===== src/rtl/pipe_stage_reg_pkg.sv =====
// Shared definitions for the MIPS pipeline boundary registers:
// per-boundary bundle widths, field offsets and the stage state encoding.
package pipe_pkg;

    // D->E boundary
    localparam int unsigned DE_CTRL_W = 8;
    localparam int unsigned DE_DATA_W = 111;
    // E->M boundary: regWrite, memToReg, memWrite / aluOut, writeData, writeReg
    localparam int unsigned EM_CTRL_W = 3;
    localparam int unsigned EM_DATA_W = 69;
    // M->W boundary: regWrite, memToReg / readData, aluOut, writeReg
    localparam int unsigned MW_CTRL_W = 2;
    localparam int unsigned MW_DATA_W = 69;

    // D->E control bit positions
    localparam int unsigned DE_REGWRITE_BIT  = 7;
    localparam int unsigned DE_MEMTOREG_BIT  = 6;
    localparam int unsigned DE_MEMWRITE_BIT  = 5;
    localparam int unsigned DE_ALUSRC_BIT    = 4;
    localparam int unsigned DE_REGDST_BIT    = 3;
    localparam int unsigned DE_ALUCTRL_LSB   = 0;

    // D->E data field LSBs
    localparam int unsigned DE_RD1_LSB       = 79;
    localparam int unsigned DE_RD2_LSB       = 47;
    localparam int unsigned DE_SIGNIMM_LSB   = 15;
    localparam int unsigned DE_RS_LSB        = 10;
    localparam int unsigned DE_RT_LSB        = 5;
    localparam int unsigned DE_RD_LSB        = 0;

    // E->M / M->W field positions
    localparam int unsigned EM_REGWRITE_BIT  = 2;
    localparam int unsigned EM_MEMTOREG_BIT  = 1;
    localparam int unsigned EM_MEMWRITE_BIT  = 0;
    localparam int unsigned EM_ALUOUT_LSB    = 37;
    localparam int unsigned EM_WRITEDATA_LSB = 5;
    localparam int unsigned EM_WRITEREG_LSB  = 0;
    localparam int unsigned MW_REGWRITE_BIT  = 1;
    localparam int unsigned MW_MEMTOREG_BIT  = 0;
    localparam int unsigned MW_READDATA_LSB  = 37;
    localparam int unsigned MW_ALUOUT_LSB    = 5;
    localparam int unsigned MW_WRITEREG_LSB  = 0;

    // D->E control bundle layout
    typedef struct packed {
        logic       regWrite;
        logic       memToReg;
        logic       memWrite;
        logic       aluSrc;
        logic       regDst;
        logic [2:0] aluControl;
    } deCtrl_t;

    typedef enum logic [1:0] {
        EMPTY    = 2'd0,
        FULL     = 2'd1,
        SKIDFULL = 2'd2
    } pipeState_t;

endpackage


===== src/rtl/pipe_stage_reg_if.sv =====
// Upstream/downstream handshake and bundle signals of one pipeline stage.
interface pipe_stage_reg_if
    import pipe_pkg::*;
#(
    parameter int unsigned CTRL_W = DE_CTRL_W,
    parameter int unsigned DATA_W = DE_DATA_W
);
    logic              in_valid;
    logic [CTRL_W-1:0] in_ctrl;
    logic [DATA_W-1:0] in_data;
    logic              in_ready;
    logic              out_valid;
    logic [CTRL_W-1:0] out_ctrl;
    logic [DATA_W-1:0] out_data;
    logic              out_ready;

    // Stage side
    modport slave (
        input  in_valid, in_ctrl, in_data, out_ready,
        output in_ready, out_valid, out_ctrl, out_data
    );

    // Environment side: drives the upstream entry and downstream ready
    modport master (
        output in_valid, in_ctrl, in_data, out_ready,
        input  in_ready, out_valid, out_ctrl, out_data
    );
endinterface


===== src/rtl/pipe_skid_buf.sv =====
// One-entry holding register; the entry reads as zero whenever it is invalid.
module pipe_skid_buf
    import pipe_pkg::*;
#(
    parameter int unsigned CTRL_W = DE_CTRL_W,
    parameter int unsigned DATA_W = DE_DATA_W
) (
    input  logic              clk,
    input  logic              rst,
    input  logic              clear,
    input  logic              load,
    input  logic              unload,
    input  logic [CTRL_W-1:0] loadCtrl,
    input  logic [DATA_W-1:0] loadData,
    output logic              valid,
    output logic [CTRL_W-1:0] ctrl,
    output logic [DATA_W-1:0] data
);

    always_ff @(posedge clk or posedge rst) begin
        if (rst) begin
            valid <= 1'b0;
            ctrl  <= '0;
            data  <= '0;
        end else if (clear || (unload && !load)) begin
            valid <= 1'b0;
            ctrl  <= '0;
            data  <= '0;
        end else if (load) begin
            valid <= 1'b1;
            ctrl  <= loadCtrl;
            data  <= loadData;
        end
    end

endmodule


===== src/rtl/pipe_stage_reg.sv =====
// Pipeline boundary register with stall, flush, ready handshake, optional
// skid entry and saturating stall/flush event counters.
module pipe_stage_reg
    import pipe_pkg::*;
#(
    parameter int unsigned CTRL_W = DE_CTRL_W,
    parameter int unsigned DATA_W = DE_DATA_W,
    parameter int unsigned SKID   = 0,
    parameter int unsigned CNT_W  = 16
) (
    input  logic             clk,
    input  logic             rst,
    input  logic             clr,
    input  logic             stall,
    pipe_stage_reg_if.slave  bus,
    output logic [CNT_W-1:0] stall_cnt,
    output logic [CNT_W-1:0] flush_cnt
);

    pipeState_t        state, stateN;
    logic              outValid, outValidN;
    logic [CTRL_W-1:0] outCtrl, outCtrlN;
    logic [DATA_W-1:0] outData, outDataN;
    logic              readyQ;
    logic              skidValid;
    logic [CTRL_W-1:0] skidCtrl;
    logic [DATA_W-1:0] skidData;
    logic              inReady, xferIn, xferOut;

    // readyQ holds in_ready low through reset and until the first edge after release
    always_comb begin
        if (SKID != 0) inReady = readyQ & ~stall & ~skidValid;
        else           inReady = readyQ & ~stall & (~outValid | bus.out_ready);
    end

    assign xferIn  = bus.in_valid & inReady & ~clr;
    assign xferOut = outValid & bus.out_ready & ~stall & ~clr;

    always_comb begin
        stateN    = state;
        outValidN = outValid;
        outCtrlN  = outCtrl;
        outDataN  = outData;
        if (clr) begin
            stateN    = EMPTY;
            outValidN = 1'b0;
            outCtrlN  = '0;
            outDataN  = '0;
        end else if (!stall) begin
            unique case (state)
                EMPTY: begin
                    if (xferIn) begin
                        stateN    = FULL;
                        outValidN = 1'b1;
                        outCtrlN  = bus.in_ctrl;
                        outDataN  = bus.in_data;
                    end
                end
                FULL: begin
                    if (xferIn && xferOut) begin
                        outCtrlN = bus.in_ctrl;
                        outDataN = bus.in_data;
                    end else if (xferIn) begin
                        // only reachable with the skid entry present
                        stateN = SKIDFULL;
                    end else if (xferOut) begin
                        stateN    = EMPTY;
                        outValidN = 1'b0;
                        outCtrlN  = '0;
                        outDataN  = '0;
                    end
                end
                SKIDFULL: begin
                    if (bus.out_ready) begin
                        stateN    = FULL;
                        outValidN = 1'b1;
                        outCtrlN  = skidCtrl;
                        outDataN  = skidData;
                    end
                end
                default: begin
                    stateN    = EMPTY;
                    outValidN = 1'b0;
                    outCtrlN  = '0;
                    outDataN  = '0;
                end
            endcase
        end
    end

    always_ff @(posedge clk or posedge rst) begin
        if (rst) begin
            state    <= EMPTY;
            outValid <= 1'b0;
            outCtrl  <= '0;
            outData  <= '0;
            readyQ   <= 1'b0;
        end else begin
            state    <= stateN;
            outValid <= outValidN;
            outCtrl  <= outCtrlN;
            outData  <= outDataN;
            readyQ   <= 1'b1;
        end
    end

    generate
        if (SKID != 0) begin : gSkid
            logic skidLoad, skidUnload;
            assign skidLoad   = (state == FULL) & xferIn & ~xferOut;
            assign skidUnload = (state == SKIDFULL) & bus.out_ready & ~stall & ~clr;

            pipe_skid_buf #(
                .CTRL_W (CTRL_W),
                .DATA_W (DATA_W)
            ) uSkid (
                .clk      (clk),
                .rst      (rst),
                .clear    (clr),
                .load     (skidLoad),
                .unload   (skidUnload),
                .loadCtrl (bus.in_ctrl),
                .loadData (bus.in_data),
                .valid    (skidValid),
                .ctrl     (skidCtrl),
                .data     (skidData)
            );
        end else begin : gNoSkid
            assign skidValid = 1'b0;
            assign skidCtrl  = '0;
            assign skidData  = '0;
        end
    endgenerate

    // Saturating event counters, cleared only by reset
    always_ff @(posedge clk or posedge rst) begin
        if (rst) begin
            stall_cnt <= '0;
            flush_cnt <= '0;
        end else begin
            if (clr && (flush_cnt != '1))
                flush_cnt <= flush_cnt + CNT_W'(1);
            if (stall && !clr && (stall_cnt != '1))
                stall_cnt <= stall_cnt + CNT_W'(1);
        end
    end

    assign bus.in_ready  = inReady;
    assign bus.out_valid = outValid;
    assign bus.out_ctrl  = outCtrl;
    assign bus.out_data  = outData;

endmodule


===== src/flat_wrapper.sv =====
// flat-port wrapper written by rule: the top's interface ports become plain ports
module pipe_stage_reg_flat import pipe_pkg::*;
#(
    parameter int unsigned CTRL_W = DE_CTRL_W,
    parameter int unsigned DATA_W = DE_DATA_W,
    parameter int unsigned SKID   = 0,
    parameter int unsigned CNT_W  = 16
)
  (clk, rst, clr, stall, stall_cnt, flush_cnt, bus_in_valid, bus_in_ctrl, bus_in_data, bus_out_ready, bus_in_ready, bus_out_valid, bus_out_ctrl, bus_out_data);
  pipe_stage_reg_if #(.CTRL_W(CTRL_W), .DATA_W(DATA_W)) bus_i ();
  input  logic clk;
  input  logic rst;
  input  logic clr;
  input  logic stall;
  output logic [CNT_W-1:0] stall_cnt;
  output logic [CNT_W-1:0] flush_cnt;
  input wire logic [$bits(bus_i.in_valid)-1:0] bus_in_valid;
  input wire logic [$bits(bus_i.in_ctrl)-1:0] bus_in_ctrl;
  input wire logic [$bits(bus_i.in_data)-1:0] bus_in_data;
  input wire logic [$bits(bus_i.out_ready)-1:0] bus_out_ready;
  output wire logic [$bits(bus_i.in_ready)-1:0] bus_in_ready;
  output wire logic [$bits(bus_i.out_valid)-1:0] bus_out_valid;
  output wire logic [$bits(bus_i.out_ctrl)-1:0] bus_out_ctrl;
  output wire logic [$bits(bus_i.out_data)-1:0] bus_out_data;
  assign bus_i.in_valid = bus_in_valid;
  assign bus_i.in_ctrl = bus_in_ctrl;
  assign bus_i.in_data = bus_in_data;
  assign bus_i.out_ready = bus_out_ready;
  assign bus_in_ready = bus_i.in_ready;
  assign bus_out_valid = bus_i.out_valid;
  assign bus_out_ctrl = bus_i.out_ctrl;
  assign bus_out_data = bus_i.out_data;
  pipe_stage_reg #(.CTRL_W(CTRL_W), .DATA_W(DATA_W), .SKID(SKID), .CNT_W(CNT_W)) u_core (.clk(clk), .rst(rst), .clr(clr), .stall(stall), .bus(bus_i), .stall_cnt(stall_cnt), .flush_cnt(flush_cnt));
endmodule

===== config.mk =====
export PLATFORM = sky130hd
export DESIGN_NAME = pipe_stage_reg_flat
export DESIGN_NICKNAME = d
export VERILOG_FILES = /design/src/rtl/pipe_stage_reg_pkg.sv /design/src/rtl/pipe_stage_reg_if.sv /design/src/rtl/pipe_skid_buf.sv /design/src/rtl/pipe_stage_reg.sv /design/src/flat_wrapper.sv
export SDC_FILE = /design/constraint.sdc
export NUM_CORES = 1
export LEC_CHECK = 0
export CAP_MARGIN = 20
export CORE_MARGIN = 10
export CORE_UTILIZATION = 40
export DETAILED_ROUTE_END_ITERATION = 8
export GPL_TIMING_DRIVEN = 0
export PLACE_DENSITY = 0.74
export SYNTH_ARGS = -nofsm -noshare
export SYNTH_HDL_FRONTEND = slang
export SYNTH_SLANG_ARGS = --single-unit

===== constraint.sdc =====
create_clock -name clk -period 7.15 [get_ports clk]
set_clock_uncertainty 0.05 [all_clocks]
set_input_delay 1.43 -clock clk [delete_from_list [all_inputs] [get_ports clk]]
set_output_delay 1.43 -clock clk [all_outputs]
set_load 0.05 [all_outputs]

==> results of run 1 <==
==> worst register-to-register path, cell delays in order (launching register included) <==
cell and delay [ns]:
dfrtp_1 0.33, clkbuf_1 0.32, o211ai_1 0.15, a21oi_1 0.23, buf_2 0.30, buf_2 0.36, mux2i_1 0.26
==> cells by family after synthesis <==
group | Yosys count | synth area share, %
xor+xnor | 17 | 2.09
other cells | 1 | 0.0526
fa+ha+maj | 2 | 0.351
flops | 155 | 54.4
buf+inv | 158 | 8.92
compound gates | 34 | 3.35
simple gates | 196 | 12.5
mux | 129 | 18.3
==> worst max-delay path by stage <==
stage | from | end | cells after the start
4_1_cts | stall | bus_in_ready | 4
5_1_grt | stall | bus_in_ready | 4
6_report | bus_out_ready | bus_in_ready | 4
3_5_place_dp | stall | bus_in_ready | 4
2_1_floorplan | rst | u_core.bus.out_ctrl[0] | 1
3_3_place_gp | rst | u_core.bus.out_data[40] | 2
==> state kept, by name, summed over array words and instances (netlist names) <==
| register | count |
|---|---|
| u_core.bus.out_ctrl | 8 |
| u_core.bus.out_data | 111 |
| u_core.bus.out_valid | 1 |
| u_core.flush_cnt | 16 |
| u_core.readyQ | 1 |
| u_core.stall_cnt | 16 |
| u_core.state | 2 |
==> area by class of cell <==
cell class | instances | area [µm²] | share of cell area (%)
timing repair buffer | 277 | 2790 | 25.8
tap | 225 | 282 | 2.60
buffer | 33 | 166 | 1.54
antenna | 1 | 2.50 | 0.0231
clock inverter | 15 | 186 | 1.72
clock buffer | 17 | 425 | 3.93
inverter | 125 | 477 | 4.40
multi-input combinational | 379 | 2620 | 24.2
sequential | 155 | 3880 | 35.8
==> stage by stage <==
step / instances / power [mW] / setup slack [ns]
after floorplan: 692 / 1.67 / 1.49
after global placement: 1193 / 2.03 / -0.910
after detailed placement: 1194 / 2.04 / 2.42
after CTS: 1226 / 2.99 / 2.39
after global routing: 1226 / 3.08 / 2.30
final: 1227 / 2.96 / 2.40
==> power groups by stage <==
stage / registers [mW] / clock network, mW / logic, mW
after global routing: 1.09 / 0.988 / 1.01
after detailed placement: 1.08 / 0 / 0.960
final: 1.07 / 0.934 / 0.951
after floorplan: 1.45 / 0 / 0.216
after CTS: 1.07 / 0.954 / 0.962
after global placement: 1.08 / 0 / 0.950
==> metal layers <==
metal	up-vias	global-route usage (%)	wire length (µm)
met2	207	30.7	10700
met4	2	4.23	206
met1	2743	22.2	9060
li1	2819	-	-
met3	17	5.77	1810
met5	-	0	13
==> cell usage in the layout, fill, tap and decap left out, drive strengths merged, types with 15 or more instances in the layout <==
master / n
clkbuf: 21
inv: 131
nand2: 128
xnor2: 16
nand4: 15
buf: 30
mux2i: 119
dfrtp: 155
nand3: 15
clkdlybuf4s50: 276
==> flow_summary.ini, run 1 <==
[status]
status = complete, no violations

[yosys]
synth.distinct_cells = 46
syn-num-nets = 819
synth_top_area_share_pct = 54.4
yosysMostFrequentCell = dfrtp_1
yosysWarnings = 0
yosys.area.top_type = dfrtp_1
ys.flop_type = dfrtp_1
synth_edf_count = 0
synth-seq-cells = 155
syn_area_um2 = 7130
ys_top_cells_by_count = dfrtp_1 (155), nand2_1 (128), inv_1 (125), mux2i_1 (119), buf_2 (28)
avgSynthCellArea_um2 = 10.3
async_flop_share_pct = 100
syn_inst = 692
synthTopCellsByArea = dfrtp_1 (54%), mux2i_1 (17%), nand2_1 (6.7%)
ys_seq_area_share_pct = 54.4

[power]
vdd_ir_drop_max_mv = 0.296
pwr-share-clk_pct = 31.6
p_comb_share_pct = 32.2
power_frac_seq_pct = 36.2
leakagePower_nw = 5.02
cell_internal_pwr_mw = 1.89
switching_share_pct = 36.0
cellPowerDensity_nw_per_um2 = 273
p_sw_mw = 1.07

[die]
core_um2 = 17400
die_y_um = 154
die_w_um = 154
std_cell_rows = 48
dieArea_um2 = 23600
num_io_pins = 278
start_util_pct = 41.1

[setup_path]
crit_chain = clkdlybuf4s50_1, inv_1, a211oi_1, clkdlybuf4s50_1
critPathBufInv = 3
critical_path.max_fanout = 6
cpMaxStageDelayCell = clkdlybuf4s50_1
crit_path_start_kind = input port
max_stage_delay_ns = 0.87
r2r_slack_ns = 5.06
rr_endpoint = u_core.bus.out_ctrl[1]
path_class = in2out
cp_data_arrival_time_ns = 3.27
reg2reg_from = u_core.state[0]
cp_common_cell = clkdlybuf4s50_1
endpoint_kind = output port
reg2reg_depth = 6
cpLargestDelayFamily = buffers and inverters
required_ns = 5.67

[sta]
rsz0062_at_grt = no
period_share_pct = 66.4
maxSlewViolCount = 0
relSlewSlack_pct = 61.2
fmaxAchievable_mhz = 211
period_minus_slack_ns = 4.75
worstMarginPinSlew_ns = 0.581
finalHoldViolCount = 0
setup_tns_ns = 0
setup_viol = 0
hold_ws_ns = 0.468

[global_routing]
grt_overflow_total = 0
grt_pass1_wl_um = 34600
grt_max_degree = 81
grt_usage_pct = 18.2
antenna_found_initial = 2
first_global_vias = 5966

[routing]
viasPerCell = 4.72
avgRoutedWirePerCell_um = 17.7
drc_errors = 0
drt-pass1-iter-count = 5
wl_um = 21800
drt_iter0_markers = 365
final_antenna_net_count = 0
vias = 5788

[layout]
utilization_pct = 62.4
nNetsFinal = 1115
fillCellCount = 1483
drive_gt1_share_pct = 8.09
fin_area_um2 = 10800
area_growth_pct = 51.8

[clock_network]
postCtsHoldBufs = 0
cts-root-buf = clkbuf_16
post_cts_buffers = 0
clk_path_buf_depth = 2
clk_latency_ns = 0.41
clk_pin_slew_ns = 0.07
numCtsBuffers = 17
h-tree-depth = 4
cts_resized = 0
cts_num_sinks = 155
cts_tree = built

[place]
dpl.hpwl_um = 16600
io_buffer_count = 276
place_area_um2 = 10200
gp_routability_congestion = 0.804

[job]
cap_violations = 0

[hold_path]
hold_class = reg2reg
holdPathEnd = u_core.flush_cnt[13]
min_from = u_core.flush_cnt[13]
hold_depth = 1
No activity file was read; power rests on OpenSTA's default activity.
==> inputs of run 2 (changes only) <==
==> constraint.sdc (replaced) <==
create_clock -name clk -period 4.9 [get_ports clk]
set_clock_uncertainty 0.05 [all_clocks]
set_input_delay 0.98 -clock clk [delete_from_list [all_inputs] [get_ports clk]]
set_output_delay 0.98 -clock clk [all_outputs]
set_load 0.05 [all_outputs]
==> flow_summary.ini, run 2 (same netlist as run 1, synthesis figures left out) <==
[clock_network]
clk_pin_slew_ns = 0.06
cts_resized = 0
post_cts_buffers = 0
cts-root-buf = clkbuf_16
cts_tree = built
numCtsBuffers = 17
cts_num_sinks = 155
h-tree-depth = 4
clk_latency_ns = 0.42
postCtsHoldBufs = 0
clk_path_buf_depth = 2

[routing]
vias = 5786
drt_iter0_markers = 301
wl_um = 22200
drt-pass1-iter-count = 4
avgRoutedWirePerCell_um = 18.0
final_antenna_net_count = 0
drc_errors = 0
viasPerCell = 4.70

[place]
place_area_um2 = 10300
io_buffer_count = 276
dpl.hpwl_um = 16900
gp_routability_congestion = 0.812

[layout]
regArea_um2 = 3880
drive_gt1_share_pct = 8.27
largest_reg_flops = 111
nNetsFinal = 1118
fillCellCount = 1477
final_common_cell = clkdlybuf4s50_1
multi_input_area_um2 = 2620
utilization_pct = 62.5
area_growth_pct = 52.2
mostFrequentLayoutCells = clkdlybuf4s50_1 (276), dfrtp_1 (155), nand2_1 (128), inv_1 (124), mux2i_1 (119)
fin_area_um2 = 10800

[sta]
rsz0062_at_grt = no
maxSlewViolCount = 0
fmaxAchievable_mhz = 256
period_minus_slack_ns = 3.91
hold_ws_ns = 0.466
setup_viol = 0
worstMarginPinSlew_ns = 0.620
setup_tns_ns = 0
period_share_pct = 79.8
finalHoldViolCount = 0
relSlewSlack_pct = 58.6

[status]
status = complete, no violations

[setup_path]
required_ns = 3.87
cpMaxStageDelayCell = clkdlybuf4s50_1
critPathBufInv = 3
crit_chain = clkdlybuf4s50_1, clkbuf_1, a211oi_1, clkdlybuf4s50_1
endpoint_kind = output port
cp_common_cell = clkdlybuf4s50_1
cp_data_arrival_time_ns = 2.88
max_stage_delay_ns = 0.88
cpLargestDelayFamily = buffers and inverters
crit_path_start_kind = input port
critical_path.max_fanout = 10
path_class = in2out

[power]
vdd_ir_drop_max_mv = 0.374
cellPowerDensity_nw_per_um2 = 394
finalPower_mw = 4.28
leakagePower_nw = 5.02

[die]
die_w_um = 154
die_y_um = 154
num_io_pins = 278
start_util_pct = 41.1
dieArea_um2 = 23600
core_um2 = 17400
std_cell_rows = 48

[global_routing]
grt_max_degree = 42
grt_pass1_wl_um = 34600
grt_overflow_total = 0
antenna_found_initial = 2
grt_use_met1_pct = 22.5
grt_usage_pct = 18.4
met3_usage_pct = 7.22
grtUsageMet2_pct = 29.9
first_global_vias = 5773
busiest_layer = met2

[job]
cap_violations = 0

[hold_path]
hold_class = reg2reg
-- run 2: cell count changes in the layout (fill, tap and decap cells not counted) --
cell | previous run | this run
diode_2 | 1 | 2
inv_8 | 1 | 0
clkbuf_1 | 4 | 5
bufinv_16 | 3 | 2
buf_16 | 1 | 0
clkinv_4 | 3 | 2
inv_6 | 6 | 2
clkbuf_8 | 0 | 1
clkinvlp_4 | 1 | 6
buf_12 | 0 | 4
-- run 2: area by class of cell --
cell class | count | share of cell area [%]
Sequential cell | 155 | 35.8
Timing Repair Buffer | 280 | 26.2
Multi-Input combinational cell | 379 | 24.1
Inverter | 125 | 4.36
Clock buffer | 19 | 4.08
Tap cell | 225 | 2.60
Buffer | 33 | 1.53
Clock inverter | 13 | 1.31
Antenna cell | 2 | 0.0461
-- run 2: path summary, 6_finish.rpt --
check	startpoint	end	slack, ns	cells past startpoint
setup / recovery	stall	bus_in_ready	0.99	4
hold / removal	u_core.bus.out_ctrl[2]	u_core.bus.out_ctrl[2]	0.47	2
min in group asynchronous	rst	u_core.bus.out_data[13]	0.83	2
max in group asynchronous	rst	u_core.bus.out_data[85]	3.23	4
setup reg to reg	u_core.state[0]	u_core.bus.out_data[78]	2.81	6
hold reg to reg	u_core.bus.out_ctrl[2]	u_core.bus.out_ctrl[2]	0.47	2
-- run 2: worst reg2reg max path, cell delays in order (launching register included) --
cell	delay, ns
dfrtp_1	0.34
clkbuf_1	0.32
o211ai_1	0.15
a21oi_1	0.20
buf_2	0.28
buf_2	0.36
mux2i_1	0.29
-- run 2: metal layers --
layer,part of all wire [%],vias to the layer above
li1,-,2817
met2,48,203
met5,0,-
met1,42,2750
met3,9.2,16
met4,0.80,0
-- run 2: report_power, final --
group	internal, mW	switching (mW)	leakage [nW]	total [mW]
combinational	0.513	0.882	2.73	1.40
sequential	1.44	0.124	2.02	1.56
clock	0.767	0.553	0.272	1.32
total	2.72	1.56	5.02	4.28
-- run 2: stage by stage --
step           instances  worst slack (ns)
3_3_place_gp        1193             0.430
4_1_cts             1229             0.990
5_1_grt             1229             0.877
3_5_place_dp        1197             0.999
2_1_floorplan        692              1.51
6_report            1231             0.988
==> inputs of run 3 (changes only) <==
--- a/config.mk
+++ b/config.mk
@@ -10,7 +10,7 @@
 export CORE_UTILIZATION = 40
 export DETAILED_ROUTE_END_ITERATION = 8
 export GPL_TIMING_DRIVEN = 0
-export PLACE_DENSITY = 0.74
+export PLACE_DENSITY = 0.77
 export SYNTH_ARGS = -nofsm -noshare
 export SYNTH_HDL_FRONTEND = slang
 export SYNTH_SLANG_ARGS = --single-unit
==> constraint.sdc (replaced) <==
create_clock -name clk -period 3.4 [get_ports clk]
set_clock_uncertainty 0.05 [all_clocks]
set_input_delay 0.68 -clock clk [delete_from_list [all_inputs] [get_ports clk]]
set_output_delay 0.68 -clock clk [all_outputs]
set_load 0.05 [all_outputs]
==> flow_summary.ini, run 3 (same netlist as run 1, synthesis figures left out) <==
[sta]
relSlewSlack_pct = 51.8
finalHoldViolCount = 0
fmaxAchievable_mhz = 315
period_share_pct = 93.3
rsz0062_at_grt = no
setup_slack_ns = 0.226
setup_tns_ns = 0
worstMarginPinSlew_ns = 0.722
setup_viol = 0
period_minus_slack_ns = 3.17
maxSlewViolCount = 0
hold_ws_ns = 0.461

[routing]
avgRoutedWirePerCell_um = 17.7
drt-pass1-iter-count = 5
final_antenna_net_count = 0
drt_iter0_markers = 206
wl_um = 21800
vias = 5823
viasPerCell = 4.74
drc_errors = 0

[layout]
instances_no_fill = 1229
largest_reg_flops = 111
fillCellCount = 1443
antenna_cells = 0
area_growth_pct = 52.3
mostFrequentLayoutCells = clkdlybuf4s50_1 (276), dfrtp_1 (155), nand2_1 (128), inv_1 (124), mux2i_1 (119)
fin_area_um2 = 10900
regArea_um2 = 3880
final_common_cell = clkdlybuf4s50_1
multi_input_area_um2 = 2620
drive_gt1_share_pct = 8.27
utilization_pct = 62.6
nNetsFinal = 1118

[status]
status = complete, no violations

[global_routing]
antenna_found_initial = 2
grt_usage_pct = 18.2
grt_overflow_total = 0
grt_max_degree = 39
first_global_vias = 5939
grt_pass1_wl_um = 34300

[die]
start_util_pct = 41.1
core_um2 = 17400
die_y_um = 154
std_cell_rows = 48
dieArea_um2 = 23600
die_w_um = 154
num_io_pins = 278

[setup_path]
critical_path.max_fanout = 10
endpoint_kind = output port
crit_path_start_kind = input port
required_ns = 2.67
path_class = in2out
cp_data_arrival_time_ns = 2.44

[power]
switching_share_pct = 35.8
leakagePower_nw = 5.04
cell_internal_pwr_mw = 3.97
p_sw_mw = 2.21
finalPower_mw = 6.18
cellPowerDensity_nw_per_um2 = 569
p_comb_share_pct = 32.5
pwr-share-clk_pct = 31.2
vdd_ir_drop_max_mv = 0.586
power_frac_seq_pct = 36.4

[place]
place_area_um2 = 10300
gp_routability_congestion = 0.781
place_inst = 1197
io_buffer_count = 276
place_ws_ns = 0.225
dpl.hpwl_um = 17100

[clock_network]
clk_path_buf_depth = 2
cts_resized = 0
cts_num_sinks = 155
clk_latency_ns = 0.41
cts_tree = built
postCtsHoldBufs = 0
clk_pin_slew_ns = 0.06
post_cts_buffers = 0
numCtsBuffers = 17
h-tree-depth = 4
cts-root-buf = clkbuf_16

[job]
cap_violations = 0

[hold_path]
hold_class = reg2reg
-- run 3: cell types whose count changed in the layout (fill, tap and decap cells not counted), sizes merged --
cell	before	now
clkinv	4	10
diode	2	0
inv	126	125
bufinv	2	3
clkbuf	23	22
clkinvlp	6	1
-- run 3: critical path, stage by stage --
cell	delay [ns]
clkdlybuf4s50_1	0.42
clkbuf_1	0.22
a211oi_1	0.26
clkdlybuf4s50_1	0.87
-- run 3: final timing paths --
path	from	to	slack, ns	cells after the start
min	u_core.flush_cnt[13]	u_core.flush_cnt[13]	0.46	1
min reg2reg	u_core.flush_cnt[13]	u_core.flush_cnt[13]	0.46	1
max reg2reg	u_core.state[0]	u_core.bus.out_data[0]	1.32	6
max in group asynchronous	rst	u_core.bus.out_data[15]	1.78	4
max	stall	bus_in_ready	0.23	4
min in group asynchronous	rst	u_core.bus.out_data[32]	0.68	2
-- run 3: cell type report --
cell class | instances | share of cell area (%)
tap | 225 | 2.59
clock buffer | 18 | 3.95
buffer | 33 | 1.53
clock inverter | 14 | 1.58
inverter | 125 | 4.36
timing repair buffer | 280 | 26.2
multi-input combinational | 379 | 24.1
sequential | 155 | 35.7
-- run 3: layer usage --
layer	GRT usage, %	vias up	share of wire, %
met5	0	-	0.096
met4	4.59	4	1.1
met3	6.72	20	8.5
met2	31.3	192	51
met1	21.0	2781	40
li1	-	2826	-
-- run 3: power groups by stage --
stage | registers, mW | logic [mW] | clock network, mW
after floorplan | 3.06 | 0.454 | 0
after detailed placement | 2.28 | 2.02 | 0
after global routing | 2.29 | 2.12 | 2.06
final | 2.25 | 2.01 | 1.93
after global placement | 2.27 | 1.99 | 0
after CTS | 2.25 | 2.03 | 1.98
